<file path="src/rtl/mdu_if.sv">
// Bundles the EXE-stage <-> multiply/divide sequencer signals.
// master = EXE stage side, slave = the sequencer itself.
interface mdu_if;
  logic        start;
  logic [6:0]  op;
  logic [31:0] rs;
  logic [31:0] rt;
  logic [31:0] hi_cur;
  logic [31:0] lo_cur;
  logic        flush;
  logic        stall;
  logic        busy;
  logic        hilo_we;
  logic [31:0] hi;
  logic [31:0] lo;

  modport master (
    output start, op, rs, rt, hi_cur, lo_cur, flush,
    input  stall, busy, hilo_we, hi, lo
  );

  modport slave (
    input  start, op, rs, rt, hi_cur, lo_cur, flush,
    output stall, busy, hilo_we, hi, lo
  );
endinterface

</file>
<file path="src/rtl/mdu_ctrl.sv">
// Multi-cycle multiply/divide sequencer for the EXE stage.
// Multiplies run for a fixed MUL_LAT cycles; divides use a 32-step
// restoring divider on magnitudes followed by a sign-fix cycle.
// The 64-bit result is presented for one cycle with a HILO write strobe.
module mdu_ctrl #(
  parameter int unsigned MUL_LAT = 2
) (
  input logic  clk,
  input logic  rst,
  mdu_if.slave bus
);

  localparam logic [6:0] OP_MUL   = 7'd30;
  localparam logic [6:0] OP_MULT  = 7'd31;
  localparam logic [6:0] OP_MULTU = 7'd32;
  localparam logic [6:0] OP_DIV   = 7'd33;
  localparam logic [6:0] OP_DIVU  = 7'd34;
  localparam logic [6:0] OP_MADD  = 7'd35;
  localparam logic [6:0] OP_MADDU = 7'd36;
  localparam logic [6:0] OP_MSUB  = 7'd37;
  localparam logic [6:0] OP_MSUBU = 7'd38;

  typedef enum logic [2:0] {S_IDLE, S_MUL, S_DIV, S_FIX, S_DONE} state_t;
  typedef enum logic [1:0] {ACC_NONE, ACC_ADD, ACC_SUB} acc_t;

  state_t      state, state_next;
  logic [4:0]  cnt;
  logic        div_mode, sgn_mode, neg_a, neg_b;
  acc_t        acc_mode;
  logic [31:0] opa;        // multiplicand, or dividend magnitude shifting into quotient
  logic [31:0] opb;        // multiplier, or divisor magnitude
  logic [31:0] rem;
  logic [63:0] acc;
  logic [31:0] hi_q, lo_q;

  logic        is_mdu, dec_div, dec_signed, accept;
  acc_t        dec_acc;
  logic [63:0] mul_a, mul_b, prod, mul_res;
  logic [32:0] shifted, diff;
  logic [31:0] rem_next, q_fix, r_fix;

  // Decode the incoming op into class, signedness and accumulate mode.
  // NOTE: every output gets a default first so no path leaves a latch.
  always_comb begin
    is_mdu     = 1'b1;
    dec_div    = 1'b0;
    dec_signed = 1'b0;
    dec_acc    = ACC_NONE;
    case (bus.op)
      OP_MULT:  dec_signed = 1'b1;
      OP_MULTU: ;
      OP_DIV:   begin dec_div = 1'b1; dec_signed = 1'b1; end
      OP_DIVU:  dec_div = 1'b1;
      OP_MADD:  begin dec_signed = 1'b1; dec_acc = ACC_ADD; end
      OP_MADDU: dec_acc = ACC_ADD;
      OP_MSUB:  begin dec_signed = 1'b1; dec_acc = ACC_SUB; end
      OP_MSUBU: dec_acc = ACC_SUB;
      default:  is_mdu = 1'b0;   // includes OP_MUL, which writes a GPR instead
    endcase
  end

  assign accept = (state == S_IDLE) && bus.start && is_mdu && !bus.flush;

  // Multiply path: operands extended to 64 bits so the low half of the
  // product is correct for both signed and unsigned forms.
  always_comb begin
    mul_a = {{32{sgn_mode & opa[31]}}, opa};
    mul_b = {{32{sgn_mode & opb[31]}}, opb};
    prod  = mul_a * mul_b;
    case (acc_mode)
      ACC_ADD: mul_res = acc + prod;
      ACC_SUB: mul_res = acc - prod;
      default: mul_res = prod;
    endcase
  end

  // One restoring-division step: shift in the next dividend bit and
  // subtract the divisor if it fits. A zero divisor always "fits", which
  // yields the all-ones quotient and the dividend as remainder.
  always_comb begin
    shifted  = {rem, opa[31]};
    diff     = shifted - {1'b0, opb};
    rem_next = diff[32] ? shifted[31:0] : diff[31:0];
    q_fix    = (sgn_mode && (neg_a ^ neg_b)) ? -opa : opa;
    r_fix    = (sgn_mode && neg_a) ? -rem : rem;
  end

  // State register.
  // NOTE: sequential state uses non-blocking assignments only, so every
  // flop samples pre-edge values regardless of block ordering.
  always_ff @(posedge clk) begin
    if (rst) state <= S_IDLE;
    else     state <= state_next;
  end

  // Next-state logic; a flush aborts any in-flight op back to IDLE.
  always_comb begin
    state_next = state;
    case (state)
      S_IDLE: if (accept) state_next = dec_div ? S_DIV : S_MUL;
      S_MUL:  if (bus.flush) state_next = S_IDLE;
              else if (cnt == 5'd0) state_next = S_DONE;
      S_DIV:  if (bus.flush) state_next = S_IDLE;
              else if (cnt == 5'd0) state_next = S_FIX;
      S_FIX:  state_next = bus.flush ? S_IDLE : S_DONE;
      default: state_next = S_IDLE;
    endcase
  end

  // Outputs: stall covers the acceptance cycle and every working state.
  always_comb begin
    bus.stall   = accept || (state inside {S_MUL, S_DIV, S_FIX});
    bus.busy    = (state != S_IDLE);
    bus.hilo_we = (state == S_DONE) && !bus.flush;
  end

  assign bus.hi = hi_q;
  assign bus.lo = lo_q;

  // Datapath: operand capture, counter, divider iteration, result load.
  // NOTE: datapath registers are reset too, so outputs and counters come
  // up at zero and a reset discards any partial result.
  always_ff @(posedge clk) begin
    if (rst) begin
      cnt      <= '0;
      div_mode <= 1'b0;
      sgn_mode <= 1'b0;
      acc_mode <= ACC_NONE;
      neg_a    <= 1'b0;
      neg_b    <= 1'b0;
      opa      <= '0;
      opb      <= '0;
      rem      <= '0;
      acc      <= '0;
      hi_q     <= '0;
      lo_q     <= '0;
    end else begin
      case (state)
        S_IDLE: if (accept) begin
          div_mode <= dec_div;
          sgn_mode <= dec_signed;
          acc_mode <= dec_acc;
          neg_a    <= bus.rs[31];
          neg_b    <= bus.rt[31];
          acc      <= {bus.hi_cur, bus.lo_cur};
          rem      <= '0;
          if (dec_div) begin
            cnt <= 5'd31;
            opa <= (dec_signed && bus.rs[31]) ? -bus.rs : bus.rs;
            opb <= (dec_signed && bus.rt[31]) ? -bus.rt : bus.rt;
          end else begin
            cnt <= 5'(MUL_LAT - 1);
            opa <= bus.rs;
            opb <= bus.rt;
          end
        end
        S_MUL: begin
          if (cnt != 5'd0) cnt <= cnt - 5'd1;
          if (state_next == S_DONE) {hi_q, lo_q} <= mul_res;
        end
        S_DIV: begin
          if (cnt != 5'd0) cnt <= cnt - 5'd1;
          rem <= rem_next;
          opa <= {opa[30:0], ~diff[32]};
        end
        S_FIX: if (state_next == S_DONE && div_mode) begin
          hi_q <= r_fix;
          lo_q <= q_fix;
        end
        default: ;
      endcase
    end
  end

endmodule

</file>
<file path="src/flat_wrapper.sv">
// flat-port wrapper written by rule: the top's interface ports become plain ports
module mdu_ctrl_flat 
#(
  parameter int unsigned MUL_LAT = 2
)
  (clk, rst, bus_start, bus_op, bus_rs, bus_rt, bus_hi_cur, bus_lo_cur, bus_flush, bus_stall, bus_busy, bus_hilo_we, bus_hi, bus_lo);
  mdu_if bus_i ();
  input logic clk;
  input logic rst;
  input wire logic [$bits(bus_i.start)-1:0] bus_start;
  input wire logic [$bits(bus_i.op)-1:0] bus_op;
  input wire logic [$bits(bus_i.rs)-1:0] bus_rs;
  input wire logic [$bits(bus_i.rt)-1:0] bus_rt;
  input wire logic [$bits(bus_i.hi_cur)-1:0] bus_hi_cur;
  input wire logic [$bits(bus_i.lo_cur)-1:0] bus_lo_cur;
  input wire logic [$bits(bus_i.flush)-1:0] bus_flush;
  output wire logic [$bits(bus_i.stall)-1:0] bus_stall;
  output wire logic [$bits(bus_i.busy)-1:0] bus_busy;
  output wire logic [$bits(bus_i.hilo_we)-1:0] bus_hilo_we;
  output wire logic [$bits(bus_i.hi)-1:0] bus_hi;
  output wire logic [$bits(bus_i.lo)-1:0] bus_lo;
  assign bus_i.start = bus_start;
  assign bus_i.op = bus_op;
  assign bus_i.rs = bus_rs;
  assign bus_i.rt = bus_rt;
  assign bus_i.hi_cur = bus_hi_cur;
  assign bus_i.lo_cur = bus_lo_cur;
  assign bus_i.flush = bus_flush;
  assign bus_stall = bus_i.stall;
  assign bus_busy = bus_i.busy;
  assign bus_hilo_we = bus_i.hilo_we;
  assign bus_hi = bus_i.hi;
  assign bus_lo = bus_i.lo;
  mdu_ctrl #(.MUL_LAT(MUL_LAT)) u_core (.clk(clk), .rst(rst), .bus(bus_i));
endmodule
</file>
<file path="config.mk">
export PLATFORM = sky130hd
export DESIGN_NAME = mdu_ctrl_flat
export DESIGN_NICKNAME = d
export VERILOG_FILES = /design/src/rtl/mdu_if.sv /design/src/rtl/mdu_ctrl.sv /design/src/flat_wrapper.sv
export SDC_FILE = /design/constraint.sdc
export NUM_CORES = 2
export LEC_CHECK = 0
export CAP_MARGIN = 30
export CORE_MARGIN = 2
export CORE_UTILIZATION = 30
export DETAILED_ROUTE_END_ITERATION = 6
export HOLD_SLACK_MARGIN = 0.06
export SETUP_SLACK_MARGIN = 0.1
export SLEW_MARGIN = 20
export SYNTH_ARGS = -nofsm -noshare
export SYNTH_HDL_FRONTEND = slang
export SYNTH_SLANG_ARGS = --single-unit
</file>
<file path="constraint.sdc">
create_clock -name clk -period 10.7 [get_ports clk]
set_clock_uncertainty 0.05 [all_clocks]
set_input_delay 1.605 -clock clk [delete_from_list [all_inputs] [get_ports clk]]
set_output_delay 1.605 -clock clk [all_outputs]
set_load 0.05 [all_outputs]
</file>
==> results.py <==
metrics = {
    "run_status": {
        "status": "complete, no violations",
    },
    "synth": {
        "yosys.area_share.xor_xnor_pct": 4.86,
        "yosysWarnings": 0,
        "syn_avg_cell_area_um2": 8.35,
        "yosysSeqAreaShare_pct": 8.30,
        "synthAdderAreaFrac_pct": 46.2,
        "synth_flop_cell": "dfxtp_1",
        "muxShareOfSynthArea_pct": 0.617,
        "synth-async-reset-ratio_pct": 0,
        "synth-seq-cells": 238,
        "synthDistinctLibCells": 103,
        "synth_compound_area_share_pct": 12.5,
        "syn_inst": 6873,
        "synth_edf_count": 0,
        "synth_top_family_by_area": "adder cells",
        "synth_nets": 8454,
        "syn-cell-area_um2": 57400,
        "synth-simple-area-share_pct": 17.1,
    },
    "critical_path": {
        "cp_slowest_stage_delay_ns": 0.63,
        "crit_slowest_cell": "fa_2",
        "crit_type": "reg2reg",
        "r2r-start": "u_core.opb[31]$_SDFFE_PP0P_",
        "crit_path_frequent_cell": "fa_1",
        "critical_path_required_ns": 11.21,
        "worstReg2RegEnd": "u_core.bus.hi[28]$_SDFFE_PP0P_",
        "crit_fanout": 4,
        "cp.arrival_ns": 11.11,
        "crit_path_start_kind": "flop",
        "reg2reg_depth": 38,
        "rrSetupSlack_ns": 0.1,
        "cp-end-kind": "flop",
    },
    "place": {
        "dpl_cell_area_um2": 66800,
        "gp_congestion": 0.965,
        "portBuffers": 205,
        "hpwl_mm": 174,
        "dpl_worst_slack_ns": -0.317,
    },
    "die": {
        "die_width_um": 441,
        "die_h_um": 441,
        "num_rows": 160,
        "coreArea_um2": 190000,
        "dieArea_um2": 195000,
        "start_util_pct": 30.2,
        "ioPinCount": 206,
    },
    "timing": {
        "rsz0062_at_grt": "true",
        "worst_slew_pin_slew_ns": 1.01,
        "maxSlewHeadroom_pct": 32.2,
        "post-route-period-util_pct": 99.1,
        "timing.fmax_ghz": 0.0943,
        "postLayoutSetupSlackWorst_ns": 0.0960,
        "final_max_slew_viol_count": 0,
        "finalSetupViolCount": 0,
        "hold_viol_final": 0,
        "period_needed_ns": 10.60,
    },
    "power_and_ir_drop": {
        "p_total_w": 0.00314,
        "p_clk_share_pct": 38.0,
        "p_per_area_nw_per_um2": 44.7,
        "ir_drop_v": 0.000136,
        "intPower_w": 0.00208,
        "seq_power_share_pct": 28.4,
        "p_sw_share_pct": 33.7,
        "switchingPower_w": 0.00106,
        "p_leak_nw": 31.2,
        "power_frac_comb_pct": 33.6,
    },
    "drt": {
        "route.vias.total": 50318,
        "wire_per_inst_um": 21.0,
        "drc": 0,
        "routed_via_density": 5.05,
        "routed_wl_mm": 209,
        "postRouteAntennaNets": 0,
        "drtPass1Iterations": 6,
        "drt_iter0_markers": 3808,
    },
    "min_path": {
        "min_delay_path_depth": 2,
        "min_from": "u_core.bus.lo[4]$_SDFFE_PP0P_",
        "min_to": "u_core.bus.lo[4]$_SDFFE_PP0P_",
        "hold_path.class": "reg2reg",
    },
    "global_routing": {
        "grt_pass1_vias": 52454,
        "grt_start_max_net_pins": 164,
        "grt_overflow": 0,
        "grt_use_total_pct": 21.2,
        "antenna_found_initial": 6,
        "grt_pass1_wl_mm": 318,
    },
    "clock_tree": {
        "clock_sinks": 238,
        "cts_buffers": 29,
        "cts_tree": "built",
        "cts_max_level": 1,
        "clk_latency_ns": 0.64,
        "hold_buffers": 0,
        "root_buffer": "clkbuf_16",
        "max-clock-path-buffers": 3,
        "clk_pin_slew_ns": 0.07,
    },
    "final_layout": {
        "layout_commonest_cell": "inv_1",
        "nNetsFinal": 9018,
        "n_fill_cell": 19243,
        "fin_area_um2": 70200,
        "drive_gt1_share_pct": 15.0,
        "area_growth_pct": 22.3,
        "final_cell_mix": "1155 x inv_1, 1105 x nand2_1, 1099 x fa_1, 608 x buf_4, 361 x a21oi_1",
    },
    "flow_run": {
        "drv_cap": 0,
    },
}
## worst max-delay path by stage
stage,slack (ns),endpoint,startpoint,cells after the start
final,0.1,u_core.bus.hi[28]$_SDFFE_PP0P_,u_core.opb[31]$_SDFFE_PP0P_,38
after global routing,-0.25,u_core.bus.hi[28]$_SDFFE_PP0P_,u_core.sgn_mode$_SDFFE_PP0P_,43
after CTS,0.09,u_core.bus.hi[20]$_SDFFE_PP0P_,u_core.opb[2]$_SDFFE_PP0P_,41
after detailed placement,-0.32,u_core.bus.lo[31]$_SDFFE_PP0P_,u_core.opb[1]$_SDFFE_PP0P_,40
after global placement,-0.31,u_core.bus.hi[30]$_SDFFE_PP0P_,u_core.opb[1]$_SDFFE_PP0P_,37
after floorplan,0.10,u_core.bus.hi[20]$_SDFFE_PP0P_,u_core.opa[25]$_SDFFE_PP0P_,43
## metal layers
| layer | up-vias | track usage [%] | wire length (µm) |
|---|---|---|---|
| met2 | 1754 | 34.6 | 96900 |
| met5 | - | 0 | 46 |
| li1 | 22619 | - | - |
| met3 | 331 | 2.95 | 13600 |
| met4 | 6 | 8.29 | 10200 |
| met1 | 25608 | 28.2 | 88400 |
## logic make-up (layout without fill, tap and decap cells)
group / count (synthesis) / count (layout)
compound gates: 1114 / 1114
xor+xnor: 317 / 317
flops: 238 / 238
fa+ha+maj: 1442 / 1442
simple gates: 2130 / 2130
mux: 35 / 35
buf+inv: 1597 / 2184
other cells: 0 / 2
## cell usage after synthesis, types with 61 or more instances
| cell type | number | area share, % |
|---|---|---|
| fa_1 | 1127 | 39 |
| nor3_1 | 73 | 0.64 |
| nor2_1 | 315 | 2.1 |
| nand3_1 | 61 | 0.53 |
| inv_1 | 1181 | 7.7 |
| o211ai_1 | 78 | 1.0 |
| xor2_1 | 121 | 1.8 |
| and2_1 | 326 | 3.6 |
| o21ai_0 | 183 | 1.6 |
| ha_1 | 315 | 6.9 |
| a21oi_1 | 391 | 3.4 |
| a21o_1 | 102 | 1.3 |
| clkbuf_1 | 344 | 2.2 |
| nand2_1 | 1109 | 7.3 |
| dfxtp_1 | 238 | 8.3 |
| xnor2_1 | 195 | 3.0 |
## through the flow
stage	instances	TNS [ns]	hold slack, ns	utilization, %
after CTS	9904	0	0.407	35.8
after global routing	9972	-1.97	0.426	36.9
after global placement	9841	-2.39	0.394	35.1
final	9973	0	0.406	36.9
after detailed placement	9844	-3.16	0.397	35.1
after floorplan	6873	0	0.386	-
## power by group through the flow
stage               Combinational, W  Clock, W  Sequential (W)
floorplan                   0.000520         0        0.000913
global placement            0.000910         0        0.000917
detailed placement          0.000910         0        0.000917
CTS                         0.000929   0.00121        0.000896
global route                 0.00112   0.00124        0.000893
finish                       0.00106   0.00119        0.000893
## final cells by class
type	count	area, µm²	share of cell area [%]
antenna	2	5.00	0.00713
clock buffer	37	806	1.15
clock inverter	17	293	0.417
inverter	1182	4450	6.34
multi-input combinational	5038	47900	68.2
sequential	238	4860	6.92
tap	2511	3140	4.48
timing repair buffer	948	8770	12.5
## critical path: cells and delay by family, from the launching register on
kind	cells	cell delay (ns)
mux	2	0.23
flops	1	0.55
fa+ha+maj	10	4.62
xor+xnor	2	0.37
compound gates	12	2.03
simple gates	5	1.67
buf+inv	7	0.97
## registers in the layout (all words and copies together) (netlist names)
| register | cells |
|---|---|
| u_core.rem | 32 |
| u_core.acc_mode | 2 |
| u_core.bus.lo | 32 |
| u_core.opb | 32 |
| u_core.cnt | 5 |
| u_core.neg_a | 1 |
| u_core.div_mode | 1 |
| u_core.sgn_mode | 1 |
| u_core.bus.hi | 32 |
| u_core.state | 3 |
| u_core.neg_b | 1 |
| u_core.opa | 32 |
| u_core.acc | 64 |
## timing repair
item	in CTS	in global routing
cloned	0	3
pin swaps	12	174
setup endpoints to repair	25	31
gates resized for setup	62	372
setup buffers	6	64
No activity file was read; power rests on OpenSTA's default activity.
